$ cat config.mk
export PLATFORM = sky130hd
export DESIGN_NAME = pic_int_sequencer
export DESIGN_NICKNAME = d
export VERILOG_FILES = /design/src/rtl/pic_pkg.sv /design/src/rtl/pic_priority_resolver.sv /design/src/rtl/pic_int_sequencer.sv
export SDC_FILE = /design/constraint.sdc
export NUM_CORES = 1
export LEC_CHECK = 0
export CAP_MARGIN = 10
export CORE_MARGIN = 2
export CORE_UTILIZATION = 53
export DETAILED_ROUTE_END_ITERATION = 6
export GPL_TIMING_DRIVEN = 0
export HOLD_SLACK_MARGIN = 0.1
export PLACE_DENSITY = 0.9
export SYNTH_ARGS = -nofsm -noshare
export SYNTH_HDL_FRONTEND = slang
export SYNTH_HIERARCHICAL = 1
export SYNTH_SLANG_ARGS = --single-unit
$ cat constraint.sdc
create_clock -name clk -period 3.3 [get_ports clk]
set_clock_uncertainty 0.1 [all_clocks]
set_input_delay 0.33 -clock clk [delete_from_list [all_inputs] [get_ports clk]]
set_output_delay 0.33 -clock clk [all_outputs]
set_load 0.02 [all_outputs]
$ cat src/rtl/pic_pkg.sv
// Shared types and constants for the interrupt sequencer: FSM state encoding,
// interrupt level type and the spurious-vector level.
package pic_pkg;

  typedef logic [2:0] pic_lvl_t;

  typedef enum logic [1:0] {
    PIC_IDLE = 2'd0,
    PIC_ACK1 = 2'd1,
    PIC_ACK2 = 2'd2
  } pic_state_e;

  localparam pic_lvl_t SPURIOUS_LVL = 3'd7;

  function automatic logic [7:0] lvl_onehot(input pic_lvl_t lvl);
    return 8'b1 << lvl;
  endfunction

endpackage

$ cat src/rtl/pic_priority_resolver.sv
// Fixed-priority encoder: reports the lowest-numbered set request (IR0 wins).
module pic_priority_resolver
  import pic_pkg::*;
(
  input  logic [7:0] req_i,
  output logic       valid_o,
  output pic_lvl_t   lvl_o
);

  always_comb begin
    valid_o = |req_i;
    lvl_o   = SPURIOUS_LVL;
    for (int i = 7; i >= 0; i--) begin
      if (req_i[i]) lvl_o = pic_lvl_t'(i);
    end
  end

endmodule

$ cat src/rtl/pic_int_sequencer.sv
// 8259-style interrupt sequencer: request capture, fixed priority arbitration,
// two-pulse INTA handshake with vector output and in-service tracking.
//
// state    | meaning
// PIC_IDLE | waiting; raises int_o when a pending level beats in-service
// PIC_ACK1 | first INTA seen, winner latched, waiting for second INTA
// PIC_ACK2 | vector driven while INTA low, exits on INTA release
module pic_int_sequencer
  import pic_pkg::*;
#(
  parameter int SYNC_STAGES = 2
) (
  input  logic       clk,
  input  logic       rst_n,
  input  logic [7:0] ir,
  input  logic       inta_n,
  input  logic [7:0] imr,
  input  logic       ltim,
  input  logic       aeoi,
  input  logic [4:0] vec_base,
  input  logic       eoi,
  input  logic       seoi,
  input  logic [2:0] seoi_lvl,
  output logic       int_o,
  output logic [7:0] vec_data,
  output logic       vec_oe,
  output logic [7:0] irr,
  output logic [7:0] isr
);

  logic [SYNC_STAGES-1:0][7:0] ir_sync_q;
  logic [SYNC_STAGES-1:0]      inta_sync_q;
  logic [7:0]                  ir_last_q;
  logic                        inta_last_q;
  logic [1:0]                  blank_q;

  pic_state_e state_q, state_d;
  logic       int_q, int_d;
  pic_lvl_t   lvl_q, lvl_d;
  logic       spur_q, spur_d;
  logic [7:0] irr_q, irr_d;
  logic [7:0] isr_q, isr_d;

  logic [7:0] ir_s, ir_rise, pending;
  logic       inta_s, inta_fall, inta_rise;
  logic       pend_valid, isr_valid, req_ok;
  pic_lvl_t   pend_lvl, isr_lvl;
  logic [7:0] isr_set, irr_clr, eoi_clr, seoi_clr, aeoi_clr;

  assign ir_s      = ir_sync_q[SYNC_STAGES-1];
  assign inta_s    = inta_sync_q[SYNC_STAGES-1];
  assign inta_fall = inta_last_q & ~inta_s;
  assign inta_rise = ~inta_last_q & inta_s;
  // Edges are ignored until the synchronizers hold real pin values again, so a
  // pin held high across reset does not look like a fresh request.
  assign ir_rise   = (blank_q == 2'd0) ? (ir_s & ~ir_last_q) : 8'h00;

  assign irr     = ltim ? ir_s : irr_q;
  assign isr     = isr_q;
  assign pending = irr & ~imr;

  pic_priority_resolver u_pend_res (
    .req_i   (pending),
    .valid_o (pend_valid),
    .lvl_o   (pend_lvl)
  );

  pic_priority_resolver u_isr_res (
    .req_i   (isr_q),
    .valid_o (isr_valid),
    .lvl_o   (isr_lvl)
  );

  assign req_ok = pend_valid && (!isr_valid || (pend_lvl < isr_lvl));

  always_comb begin
    state_d  = state_q;
    int_d    = int_q;
    lvl_d    = lvl_q;
    spur_d   = spur_q;
    isr_set  = 8'h00;
    irr_clr  = 8'h00;
    aeoi_clr = 8'h00;
    case (state_q)
      PIC_IDLE: begin
        if (inta_fall && int_q) begin
          state_d = PIC_ACK1;
          int_d   = 1'b0;
          if (pend_valid) begin
            lvl_d   = pend_lvl;
            spur_d  = 1'b0;
            isr_set = lvl_onehot(pend_lvl);
            irr_clr = lvl_onehot(pend_lvl);
          end else begin
            lvl_d  = SPURIOUS_LVL;
            spur_d = 1'b1;
          end
        end else begin
          int_d = int_q | req_ok;
        end
      end
      PIC_ACK1: begin
        if (inta_fall) state_d = PIC_ACK2;
      end
      PIC_ACK2: begin
        if (inta_rise) begin
          state_d = PIC_IDLE;
          if (aeoi && !spur_q) aeoi_clr = lvl_onehot(lvl_q);
        end
      end
      default: state_d = PIC_IDLE;
    endcase
  end

  // Clears are taken from the current isr, then the acknowledge set is applied.
  assign eoi_clr  = (eoi && isr_valid) ? lvl_onehot(isr_lvl) : 8'h00;
  assign seoi_clr = seoi ? lvl_onehot(seoi_lvl) : 8'h00;
  assign isr_d    = (isr_q & ~(eoi_clr | seoi_clr | aeoi_clr)) | isr_set;
  assign irr_d    = ltim ? 8'h00 : ((irr_q & ~irr_clr) | ir_rise);

  assign vec_oe   = (state_q == PIC_ACK2) && !inta_s;
  assign vec_data = vec_oe ? {vec_base, lvl_q} : 8'h00;
  assign int_o    = int_q;

  always_ff @(posedge clk or negedge rst_n) begin
    if (!rst_n) begin
      ir_sync_q   <= '0;
      inta_sync_q <= '0;
      ir_last_q   <= 8'h00;
      inta_last_q <= 1'b0;
      blank_q     <= 2'(SYNC_STAGES);
      state_q     <= PIC_IDLE;
      int_q       <= 1'b0;
      lvl_q       <= 3'd0;
      spur_q      <= 1'b0;
      irr_q       <= 8'h00;
      isr_q       <= 8'h00;
    end else begin
      ir_sync_q   <= {ir_sync_q[SYNC_STAGES-2:0], ir};
      inta_sync_q <= {inta_sync_q[SYNC_STAGES-2:0], inta_n};
      inta_last_q <= inta_s;
      if (blank_q != 2'd0) begin
        blank_q   <= blank_q - 2'd1;
        ir_last_q <= 8'hFF;
      end else begin
        ir_last_q <= ir_s;
      end
      state_q <= state_d;
      int_q   <= int_d;
      lvl_q   <= lvl_d;
      spur_q  <= spur_d;
      irr_q   <= irr_d;
      isr_q   <= isr_d;
    end
  end

endmodule

Yosys cells after proc, flatten, opt, wreduce, memory -nomap -nowiden

Cells that the tools add are included.

Input bits: 31
Output and inout port bits: 26
Logic and storage cells: 90
Register bits after elaboration: 52

Eq/ne operators: 5
Reductions and logical operators: 16
Bitwise operators: 17
Shift-type cells: 4
Order comparisons: 1
$add $sub $neg: 1
Mux-type cells: 34

Operator list:

| cell                                                                  | number |
|---|---|
| 8-bit two-way mux                                                     | 13 |
| 8-bit bitwise AND                                                     | 4 |
| 8-bit NOT                                                             | 4 |
| 8-bit bitwise OR                                                      | 4 |
| 1-bit by 3-bit << shifter with 8-bit output, first input constant     | 4 |
| 3-bit two-way mux                                                     | 9 |
| 8-bit OR reduction                                                    | 2 |
| 2-bit two-way mux                                                     | 7 |
| 2-bit != test, second input constant                                  | 3 |
| 2-bit case mux with 3 select lines                                    | 1 |
| 1-bit logical AND                                                     | 5 |
| 2-bit zero test                                                       | 2 |
| 1-bit two-way mux                                                     | 4 |
| 1-bit zero test                                                       | 3 |
| 3-bit < comparator                                                    | 1 |
| 3-bit AND reduction                                                   | 1 |
| 1-bit bitwise AND                                                     | 2 |
| 2-bit by 1-bit equality test with 1-bit output, second input constant | 1 |
| 2-bit equality test, second input constant                            | 1 |
| 1-bit NOT                                                             | 2 |
| 2-bit AND reduction                                                   | 1 |
| 2-bit nonzero test                                                    | 1 |
| 2-bit by 1-bit subtractor with 2-bit output, second input constant    | 1 |
| 1-bit logical OR                                                      | 1 |
| 1-bit bitwise OR                                                      | 1 |

Logic depth before layout (Yosys ltp)

Gate-level depths: netlist of the first run.

Word-level depth: 17
Depth in mapped cells: 10
Gate-level depth less buffers: 8

Cells and area by module

Netlist of the first run, hierarchy kept.

Modules (own cells, without submodules):

| module                | cells an instance | area an instance (um^2) | times used | seq. area each (um^2) |
|---|---|---|---|---|
| pic_int_sequencer     | 220               | 2307.2                  | 1          | 1302.5 |
| pic_priority_resolver | 11                | 61.3                    | 2          | 0.0 |

Worst setup path after synthesis of the first run

Ideal clock, no wire load.

Path kind: input-to-reg
Start: in ltim
End: reg isr_q[6], in the netlist isr[6]
Setup time: 0.082 ns
Arrival time: 2.264 ns
Path slack: 0.853 ns
Buffers on the path: 3
Required time: 3.118 ns
Stages: 10
Cell sequence: clkbuf_1 > clkbuf_1 > nand2_1 > a21oi_1 > nor4_2 > nand3_1 > or3b_1 > clkbuf_1 > or2_1 > o22ai_1

Elaborated cells between the ends (all ways): 15
Classes of those cells: shift (1); mux (11); bitwise (2); reduce/logical (1)

RTL lines:

| item                                        | line                        | text |
|---|---|---|
| start: declaration                          | pic_int_sequencer.sv:18     | `input logic ltim,` |
| 8-bit two-way mux                           | pic_int_sequencer.sv:58     | `assign irr = ltim ? ir_s : irr_q;` |
| 8-bit bitwise AND                           | pic_int_sequencer.sv:60     | `assign pending = irr & ~imr;` |
| via pending[1]                              | pic_int_sequencer.sv:44     | `logic [7:0] ir_s, ir_rise, pending;` |
| 3-bit two-way mux (2 in a row)              | pic_priority_resolver.sv:14 | `if (req_i[i]) lvl_o = pic_lvl_t'(i);` |
| via pend_lvl[2]                             | pic_int_sequencer.sv:47     | `pic_lvl_t pend_lvl, isr_lvl;` |
| 1-bit by 3-bit << shifter with 8-bit output | pic_pkg.sv:16               | `return 8'b1 << lvl;` |
| 8-bit two-way mux                           | pic_int_sequencer.sv:89     | `if (pend_valid) begin` |
| 8-bit two-way mux                           | pic_int_sequencer.sv:86     | `if (inta_fall && int_q) begin` |
| 8-bit two-way mux                           | pic_int_sequencer.sv:84     | `case (state_q)` |
| 8-bit bitwise OR                            | pic_int_sequencer.sv:118    | `assign isr_d = (isr_q & ~(eoi_clr \| seoi_clr \| aeoi_clr)) \| isr_set;` |
| via isr_d[6]                                | pic_int_sequencer.sv:42     | `logic [7:0] isr_q, isr_d;` |
| end signal: assignment                      | pic_int_sequencer.sv:153    | `isr_q <= isr_d;` |
| end: declaration                            | pic_int_sequencer.sv:42     |  |

The timed path passes the listed nets, and every way through them passes these cells.
A chain may end at the register's enable or synchronous reset.

Final worst setup path of the first run

Start: in ltim
End: reg irr_q[2]

Elaborated cells between the ends (all ways): 18
Classes of those cells: shift (1); mux (12); bitwise (4); reduce/logical (1)

RTL lines:

| item                                        | line                        | text |
|---|---|---|
| 8-bit two-way mux                           | pic_int_sequencer.sv:58     |  |
| 8-bit bitwise AND                           | pic_int_sequencer.sv:60     |  |
| via pending[5]                              | pic_int_sequencer.sv:44     |  |
| 2-bit two-way mux (2 in a row)              | pic_priority_resolver.sv:14 |  |
| 3-bit two-way mux (4 in a row)              | pic_priority_resolver.sv:14 |  |
| via pend_lvl[1]                             | pic_int_sequencer.sv:47     |  |
| 1-bit by 3-bit << shifter with 8-bit output | pic_pkg.sv:16               |  |
| 8-bit two-way mux                           | pic_int_sequencer.sv:89     |  |
| 8-bit two-way mux                           | pic_int_sequencer.sv:86     |  |
| 8-bit two-way mux                           | pic_int_sequencer.sv:84     |  |
| 8-bit NOT                                   | pic_int_sequencer.sv:119    | `assign irr_d = ltim ? 8'h00 : ((irr_q & ~irr_clr) \| ir_rise);` |
| 8-bit bitwise AND                           | pic_int_sequencer.sv:119    |  |
| 8-bit bitwise OR                            | pic_int_sequencer.sv:119    |  |
| 8-bit two-way mux                           | pic_int_sequencer.sv:119    |  |
| via irr_d[2]                                | pic_int_sequencer.sv:41     | `logic [7:0] irr_q, irr_d;` |
| end signal: assignment                      | pic_int_sequencer.sv:152    | `irr_q <= irr_d;` |
| end: declaration                            | pic_int_sequencer.sv:41     |  |

The timed path passes the listed nets, and every way through them passes these cells.

==> flow_metrics.py, run 1 <==
metrics = {
    "timing": {
        "drv_slew": 0,
        "tightest_slew_ns": 0.7082,
        "fmaxAchievable_mhz": 361.9,
        "slew_headroom": 0.5242,
        "finalCriticalPeriod_ns": 2.763,
        "setup_slack_ns": 0.5366,
        "period_share": 0.8374,
        "finalHoldViolations": 0,
        "rsz0062_at_grt": "false",
        "finalSetupViolCount": 0,
        "setup_tns_ns": 0,
    },
    "worst_setup_path": {
        "r2r-start": "ir_s[3]$_DFF_PN0_",
        "crit_fanout": 10,
        "max_stage_delay_ns": 0.56,
        "critPathTopFamily": "simple AND/OR/NAND/NOR gates",
        "r2r-end": "irr_q[2]$_DFF_PN0_",
        "crit_type": "primary input to register",
        "endpoint_kind": "register",
        "regToRegSetupSlack_ns": 0.90,
        "cp.required_ns": 3.38,
        "worst_setup_path_start_kind": "primary input",
        "critPathSlowestCell": "nor3_1",
        "path_cells": "clkbuf_1 > clkbuf_1 > nand2b_1 > a21oi_1 > nor2_1 > nor3_1 > nor3_1 > nand2b_1 > nor4_1 > o32ai_1",
        "cp_num_buf_inv": 2,
        "cp_data_arrival_time_ns": 2.84,
        "reg2reg_depth": 7,
    },
    "route": {
        "drc": 0,
        "vias_per_cell": 5.702,
        "vias": 2047,
        "initialDrtViolationCount": 215,
        "routedWlPerCell_um": 15.09,
        "drt_first_pass_iters": 5,
        "drtAntennaViolNets": 0,
        "wirelength_um": 5418,
    },
    "logic_synthesis": {
        "synth_top_cell_by_area": "dfrtp_1",
        "ys_ff_latch": 52,
        "yosysMostFrequentCell": "dfrtp_1",
        "synth_edf_count": 0,
        "synth_warnings": 6,
        "synth.avg_cell_area_um2": 10.04,
        "synth_flop_cell": "dfrtp_1",
        "netlist_top_cells_area": "dfrtp_1, nand2b_1, nand2_1",
        "synthTopCellsByCount": "dfrtp_1, nand2_1, nand2b_1, inv_1, nor3_1",
        "syn_area_mm2": 0.002430,
        "ys_seq_area_frac": 0.5360,
        "ys_types": 42,
        "synth_async_sr_flop_share": 1.000,
        "netlist_instances": 242,
        "yosysTopAreaCellShare": 0.5252,
        "syn_nets": 276,
    },
    "final_layout": {
        "insertedDiodeCount": 0,
        "n_fill_cell": 323,
        "syn_to_final_growth_pct": 30.23,
        "nNetsFinal": 340,
        "drive_gt1_frac": 0.05212,
    },
    "grt": {
        "grt_pass1_vias": 2022,
        "busiest_layer": "met2",
        "grt_max_degree": 29,
        "grt_use_total": 0.2334,
        "antenna_found_initial": 0,
        "grtUsageMet1": 0.2999,
        "grt_pass1_wl_um": 9335,
        "grtUsageMet2": 0.3796,
        "globalRouteOverflowTotal": 0,
        "grtUsageMet3": 0.05485,
    },
    "min_path": {
        "worstHoldPathCells": 0,
        "hold_path.class": "register to register",
        "hold_end": "ir_s[5]$_DFF_PN0_",
        "min_from": "ir_sync_q[5]$_DFF_PN0_",
    },
    "placed_design": {
        "port_buffers": 55,
        "dpl.hpwl_um": 4169,
        "pre_cts_slack_ns": 0.2345,
        "gp_congestion": 0.9281,
    },
    "clock_tree": {
        "cts.repair.resized": 0,
        "cts-htree-levels": 2,
        "clockBufferDepth": 2,
        "clk_pin_slew_ns": 0.09,
        "root_buffer": "clkbuf_8",
        "cts_num_sinks": 52,
        "clk_latency_ns": 0.30,
        "cts_inserted_buffers": 5,
        "cts_tree": "built",
    },
    "floorplan": {
        "rows": 24,
        "die_w_um": 71.71,
        "io_pins": 57,
        "die_area_mm2": 0.005142,
        "die_height_um": 71.71,
        "core_area_mm2": 0.004384,
        "start_util": 0.5542,
    },
    "flow_run": {
        "timing.max_cap.violations": 0,
    },
    "power_and_ir_drop": {
        "powerDensity_mw_per_mm2": 660.1,
        "ir_drop_uv": 361.5,
        "p_leak_uw": 0.001335,
    },
    "run_status": {
        "outcome": "finished clean",
    },
}
==> placed cells by master, fill, tap and decap left out, types with 3 or more instances in the layout <==
cell | Yosys | routed
o21ai_0 | 6 | 6
o221ai_1 | 5 | 5
clkbuf_8 | 0 | 6
o22ai_1 | 5 | 5
nand2_1 | 27 | 27
nor2b_1 | 6 | 6
nand3b_1 | 3 | 3
and2_1 | 7 | 7
nand3_1 | 3 | 3
clkbuf_1 | 4 | 5
nor2_1 | 8 | 8
nor3_1 | 15 | 15
o32ai_1 | 10 | 10
a21oi_1 | 13 | 13
clkdlybuf4s50_1 | 0 | 54
dfrtp_1 | 51 | 51
nand2b_1 | 20 | 20
o31ai_1 | 3 | 3
nor4_1 | 6 | 6
ha_1 | 3 | 3
inv_1 | 19 | 19
==> registers in the layout (all words and copies together), names as in the netlist <==
register	cells
ir_s	8
ir_last_q	8
blank_q	2
inta_last_q	1
lvl_q	3
int_o	1
isr	8
spur_q	1
ir_sync_q	8
inta_sync_q	2
irr_q	8
state_q	2
==> cell type report <==
cell class,count,area [um2],share of cell area
Tap cell,52,65.06,0.02056
Clock buffer,7,86.33,0.02728
Timing Repair Buffer,57,575.6,0.1819
Buffer,7,27.53,0.008699
Inverter,19,71.32,0.02254
Multi-Input combinational cell,164,1028,0.3250
Sequential cell,52,1303,0.4116
Clock inverter,1,7.507,0.002372
==> worst max path at each step <==
stage	start	endpoint	depth (start not counted)
final	ltim	irr_q[2]$_DFF_PN0_	10
after global routing	ltim	irr_q[2]$_DFF_PN0_	10
after CTS	ltim	irr_q[2]$_DFF_PN0_	9
after detailed placement	ltim	irr_q[2]$_DFF_PN0_	9
after global placement	ltim	irr_q[2]$_DFF_PN0_	9
after floorplan	ltim	isr[6]$_DFF_PN0_	10
==> routing by layer <==
layer | part of all wire | vias up
li1 | - | 990
met1 | 0.42 | 947
met2 | 0.49 | 96
met3 | 0.070 | 14
met4 | 0.021 | 0
met5 | 0 | -
==> cells by family (layout without fill, tap and decap cells) <==
logic type               count (synthesis)  after routing  synth area share
AND/OR/NAND/NOR                        109            109            0.2554
flip-flops                              52             52            0.5360
AO/OA/AOI/OAI                           49             49            0.1401
buffers and inverters                   26             91           0.04068
adder cells (fa/ha/maj)                  3              3           0.01545
multiplexers                             2              2          0.008754
XOR/XNOR                                 1              1          0.003605
==> report_power, final <==
part	switching, uW	total, uW	internal, uW	leakage (uW)
clock	196	366	170	0.0000445
combinational	476	853	376	0.000656
sequential	129	870	741	0.000634
total	801	2090	1290	0.00133
==> timing repair <==
action | CTS | global route
buffers inserted | 0 | 0
endpoints found under the hold margin | 24 | 0
hold buffers | 1 | 0
==> per-stage QoR <==
step | instances | total power (uW) | hold WS [ns] | instance area, um2 | util
floorplan | 242 | 1399 | -0.06559 | 2430 | -
global placement | 349 | 1690 | 0.2330 | 3045 | 0.6946
detailed placement | 350 | 1729 | 0.2396 | 3060 | 0.6981
CTS | 359 | 2099 | 0.2597 | 3164 | 0.7217
global route | 359 | 2236 | 0.2712 | 3164 | 0.7217
finish | 359 | 2089 | 0.2557 | 3164 | 0.7217
==> worst register-to-register path: stages (launching register included) <==
cell	delay (ns)
dfrtp_1	0.36
nand2_1	0.07
a21oi_1	0.32
nor3_1	0.10
nor3_1	0.56
nand2b_1	0.25
nor4_1	0.39
o32ai_1	0.13
No activity file was read; power rests on OpenSTA's default activity.
==> inputs of run 2 (changes only) <==
--- a/config.mk
+++ b/config.mk
@@ -7,11 +7,11 @@
 export LEC_CHECK = 0
 export CAP_MARGIN = 10
 export CORE_MARGIN = 2
-export CORE_UTILIZATION = 53
+export CORE_UTILIZATION = 49
 export DETAILED_ROUTE_END_ITERATION = 6
 export GPL_TIMING_DRIVEN = 0
 export HOLD_SLACK_MARGIN = 0.1
-export PLACE_DENSITY = 0.9
+export PLACE_DENSITY = 0.85
 export SYNTH_ARGS = -nofsm -noshare
 export SYNTH_HDL_FRONTEND = slang
 export SYNTH_HIERARCHICAL = 1
==> constraint.sdc (replaced) <==
create_clock -name clk -period 2.7 [get_ports clk]
set_clock_uncertainty 0.1 [all_clocks]
set_input_delay 0.27 -clock clk [delete_from_list [all_inputs] [get_ports clk]]
set_output_delay 0.27 -clock clk [all_outputs]
set_load 0.02 [all_outputs]
==> flow_metrics.py, run 2 (synthesized netlist as in run 1, its figures left out) <==
metrics = {
    "run_status": {
        "outcome": "finished clean",
    },
    "route": {
        "vias": 2130,
        "routedWlPerCell_um": 14.94,
        "drc": 0,
        "wirelength_um": 5589,
        "drt_first_pass_iters": 4,
        "drtAntennaViolNets": 0,
        "vias_per_cell": 5.695,
        "initialDrtViolationCount": 189,
    },
    "timing": {
        "period_share": 0.9255,
        "slew_headroom": 0.6068,
        "fmaxAchievable_mhz": 400.2,
        "tightest_slew_ns": 0.5854,
        "finalCriticalPeriod_ns": 2.499,
        "drv_slew": 0,
        "finalSetupViolCount": 0,
        "rsz0062_at_grt": "false",
        "finalHoldViolations": 0,
    },
    "clock_tree": {
        "cts_tree": "built",
        "root_buffer": "clkbuf_8",
        "postCtsSetupRepairBufs": 0,
        "cts_num_sinks": 52,
        "clockBufferDepth": 2,
        "cts-htree-levels": 2,
        "clk_pin_slew_ns": 0.09,
        "clk_latency_ns": 0.31,
        "cts_inserted_buffers": 5,
    },
    "placed_design": {
        "port_buffers": 55,
        "placed_cell_area_mm2": 0.003079,
        "gp_congestion": 0.9800,
        "place_inst": 365,
        "dpl.hpwl_um": 4157,
    },
    "power_and_ir_drop": {
        "ir_drop_uv": 417.1,
        "powerDensity_mw_per_mm2": 832.4,
        "p_leak_uw": 0.001360,
    },
    "worst_setup_path": {
        "worst_setup_path_start_kind": "primary input",
        "cp_data_arrival_time_ns": 2.63,
        "crit_fanout": 10,
        "endpoint_kind": "register",
        "crit_type": "primary input to register",
        "cp.required_ns": 2.83,
    },
    "floorplan": {
        "die_w_um": 74.42,
        "io_pins": 57,
        "die_area_mm2": 0.005538,
        "rows": 25,
        "core_area_mm2": 0.004755,
        "die_height_um": 74.42,
        "start_util": 0.5111,
    },
    "final_layout": {
        "instances_no_fill": 374,
        "insertedDiodeCount": 0,
        "syn_to_final_growth_pct": 33.16,
        "nNetsFinal": 340,
        "final_area_mm2": 0.003236,
        "final_common_cell": "clkdlybuf4s50_1",
        "final_cell_mix": "clkdlybuf4s50_1, dfrtp_1, nand2_1",
        "drive_gt1_frac": 0.07492,
    },
    "grt": {
        "antenna_found_initial": 0,
        "grt_pass1_vias": 2035,
        "globalRouteOverflowTotal": 0,
        "grt_max_degree": 29,
        "grt_pass1_wl_um": 9473,
        "grt_use_total": 0.2261,
    },
    "min_path": {
        "hold_path.class": "register to register",
    },
    "flow_run": {
        "timing.max_cap.violations": 0,
    },
}
-- run 2: final timing paths --
| kind | depth (start not counted) | endpoint | slack (ns) | from |
|---|---|---|---|---|
| max | 10 | isr[6]$_DFF_PN0_ | 0.20 | ltim |
| min | 0 | ir_s[0]$_DFF_PN0_ | 0.25 | ir_sync_q[0]$_DFF_PN0_ |
| max reg2reg | 8 | isr[5]$_DFF_PN0_ | 0.31 | irr_q[0]$_DFF_PN0_ |
| min reg2reg | 0 | ir_s[0]$_DFF_PN0_ | 0.25 | ir_sync_q[0]$_DFF_PN0_ |
| max in group asynchronous | 3 | ir_last_q[1]$_DFF_PN0_ | 1.56 | rst_n |
| min in group asynchronous | 2 | isr[3]$_DFF_PN0_ | 0.39 | rst_n |
-- run 2: stage by stage --
step,total power (uW),hold WS (ns),setup WS (ns),utilization,setup TNS (ns)
floorplan,1710,-0.1256,0.3134,-,0
global placement,2065,0.2328,-0.2106,0.6445,-10.25
detailed placement,2101,0.1908,-0.3219,0.6476,-2.601
CTS,2683,0.2554,0.004940,0.6763,0
global route,2865,0.2607,0.01899,0.6805,0
finish,2693,0.2545,0.2010,0.6805,0
-- run 2: cell type report --
class	count	area, um2
Tap cell	67	83.83
Fill cell	389	1519
Sequential cell	52	1303
Buffer	7	28.78
Inverter	19	71.32
Timing Repair Buffer	57	575.6
Clock buffer	7	96.34
Clock inverter	1	30.03
Multi-Input combinational cell	164	1047
-- run 2: per-layer routing --
layer  GRT usage  wire [um]
met1      0.2992       2358
met2      0.3736       2772
met3     0.04743        350
met4     0.07540        108
met5           0          0
-- run 2: critical path: stages --
cell and delay, ns:
clkbuf_1 0.24, clkbuf_2 0.30, nand2_1 0.10, a21oi_1 0.33, nor4_2 0.15, nand3_1 0.20
or3b_1 0.38, clkbuf_1 0.18, or2_1 0.30, o22ai_1 0.17
-- run 2: power breakdown --
group          switching, uW  total, uW  internal (uW)
clock network            248        575            327
registers                148       1050            905
logic                    604       1060            461
-- run 2: timing repair --
| action | CTS | global route |
|---|---|---|
| endpoints found under the setup margin | 0 | 20 |
| hold buffers | 1 | 0 |
| gates resized for setup | 0 | 7 |
| endpoints found under the hold margin | 23 | 0 |
==> inputs of run 3 (changes only) <==
--- a/config.mk
+++ b/config.mk
@@ -11,7 +11,7 @@
 export DETAILED_ROUTE_END_ITERATION = 6
 export GPL_TIMING_DRIVEN = 0
 export HOLD_SLACK_MARGIN = 0.1
-export PLACE_DENSITY = 0.85
+export PLACE_DENSITY = 0.79
 export SYNTH_ARGS = -nofsm -noshare
 export SYNTH_HDL_FRONTEND = slang
 export SYNTH_HIERARCHICAL = 1
==> flow_metrics.py, run 3 (synthesized netlist as in run 1, its figures left out) <==
metrics = {
    "run_status": {
        "outcome": "finished clean",
    },
    "floorplan": {
        "die_area_mm2": 0.005538,
        "die_w_um": 74.42,
        "io_pins": 57,
        "start_util": 0.5111,
        "rows": 25,
        "die_height_um": 74.42,
        "core_area_mm2": 0.004755,
    },
    "clock_tree": {
        "clk_pin_slew_ns": 0.09,
        "postCtsSetupRepairBufs": 0,
        "clk_latency_ns": 0.31,
        "root_buffer": "clkbuf_8",
        "clockBufferDepth": 2,
        "cts_tree": "built",
        "cts-htree-levels": 2,
        "cts_num_sinks": 52,
        "cts_inserted_buffers": 5,
    },
    "final_layout": {
        "insertedDiodeCount": 0,
        "syn_to_final_growth_pct": 32.85,
        "n_fill_cell": 408,
        "seq_area_mm2": 0.001303,
        "drive_gt1_frac": 0.07492,
        "final_common_cell": "clkdlybuf4s50_1",
        "multiInputGateArea_mm2": 0.001051,
        "final_cell_mix": "clkdlybuf4s50_1, dfrtp_1, nand2_1",
        "final_core_util": 0.6789,
        "nNetsFinal": 340,
    },
    "worst_setup_path": {
        "crit_type": "primary input to register",
        "path_cells": "clkbuf_1 > clkbuf_2 > nand2_1 > a21oi_2 > nor4_2 > nand3_1 > or3b_1 > clkbuf_1 > or2_1 > o22ai_1",
        "cp_num_buf_inv": 3,
        "cp_data_arrival_time_ns": 2.56,
        "crit_fanout": 10,
        "critPathTopFamily": "simple AND/OR/NAND/NOR gates",
        "endpoint_kind": "register",
        "worst_setup_path_start_kind": "primary input",
        "cp.required_ns": 2.83,
        "max_stage_delay_ns": 0.37,
        "critPathSlowestCell": "or3b_1",
        "cpMostUsedCell": "clkbuf_1",
    },
    "power_and_ir_drop": {
        "p_leak_uw": 0.001354,
        "pwr-share-comb": 0.402,
        "ir_drop_uv": 382.2,
        "p_seq_frac": 0.400,
        "p_int_uw": 1642,
        "p_clk_frac": 0.198,
        "powerDensity_mw_per_mm2": 819.3,
        "sw_frac_of_total": 0.3791,
        "switching_power_uw": 1002,
    },
    "grt": {
        "grt_pass1_wl_um": 9301,
        "antenna_found_initial": 0,
        "grt_pass1_vias": 1962,
        "grt_use_total": 0.2223,
        "grt_max_degree": 29,
        "globalRouteOverflowTotal": 0,
    },
    "route": {
        "drc": 0,
        "drt_first_pass_iters": 4,
        "vias_per_cell": 5.607,
        "wirelength_um": 5716,
        "drtAntennaViolNets": 0,
        "routedWlPerCell_um": 15.28,
        "vias": 2097,
        "initialDrtViolationCount": 110,
    },
    "timing": {
        "period_share": 0.9016,
        "drv_slew": 0,
        "finalCriticalPeriod_ns": 2.434,
        "rsz0062_at_grt": "false",
        "fmaxAchievable_mhz": 410.8,
        "finalSetupViolCount": 0,
        "tightest_slew_ns": 0.6960,
        "slew_headroom": 0.5360,
        "finalHoldViolations": 0,
        "hold_slack_ns": 0.2548,
    },
    "placed_design": {
        "port_buffers": 55,
        "gp_congestion": 0.9042,
        "dpl.hpwl_um": 4265,
    },
    "min_path": {
        "hold_path.class": "register to register",
    },
    "flow_run": {
        "timing.max_cap.violations": 0,
    },
}
-- run 3: metal layers --
metal  up-vias  global-route usage  wire length, um
met5         -                   0                0
met4         0             0.07937               68
met3         7             0.04607              262
met2        75              0.3540             2757
met1      1023              0.3039             2628
li1        992                   -                -
-- run 3: power groups by stage --
stage | clock [uW] | combinational (uW) | sequential [uW]
after floorplan | 0 | 611 | 1100
after global placement | 0 | 1020 | 1070
after detailed placement | 0 | 1040 | 1070
after CTS | 536 | 1050 | 1060
after global routing | 563 | 1170 | 1080
final | 524 | 1060 | 1060
-- run 3: final timing paths --
kind | from | to | slack, ns | cells after the start
worst max-delay path | ltim | isr[7]$_DFF_PN0_ | 0.27 | 10
worst min-delay path | ir_sync_q[0]$_DFF_PN0_ | ir_s[0]$_DFF_PN0_ | 0.25 | 0
worst max register to register | irr_q[0]$_DFF_PN0_ | isr[7]$_DFF_PN0_ | 0.28 | 8
worst min register to register | ir_sync_q[0]$_DFF_PN0_ | ir_s[0]$_DFF_PN0_ | 0.25 | 0
max in group asynchronous | rst_n | ir_sync_q[2]$_DFF_PN0_ | 1.50 | 3
min in group asynchronous | rst_n | lvl_q[2]$_DFFE_PN0P_ | 0.43 | 2
-- run 3: worst register-to-register path, delay by kind of cell, from the launching register on --
family          cells  cell delay, ns
compound gates      2            0.22
buf+inv             1            0.23
flops               1            0.38
simple gates        5            1.37
-- run 3: per-stage QoR --
step | TNS [ns] | setup slack [ns] | instance area (um2) | total power, uW | std cells
4_1_cts | 0 | 0.02161 | 3204 | 2640 | 374
6_report | 0 | 0.2658 | 3228 | 2645 | 374
3_3_place_gp | -13.03 | -0.2705 | 3064 | 2082 | 364
3_5_place_dp | -2.723 | -0.3027 | 3087 | 2110 | 365
5_1_grt | 0 | 0.05550 | 3228 | 2811 | 374
2_1_floorplan | 0 | 0.3134 | 2430 | 1710 | 242
-- run 3: timing repair --
action	CTS	global route
endpoints found under the hold margin	26	0
endpoints found under the setup margin	0	17
gates resized for setup	0	8
hold buffers	1	0
-- run 3: cell type report --
| cell class | count | share of cell area |
|---|---|---|
| plain buffers | 7 | 0.008915 |
| clock inverters | 2 | 0.01085 |
| clock buffers | 6 | 0.02248 |
| inverters | 19 | 0.02209 |
| multi-input cells | 164 | 0.3256 |
| repair buffers | 57 | 0.1806 |
| flip-flops and latches | 52 | 0.4035 |
| well taps | 67 | 0.02597 |
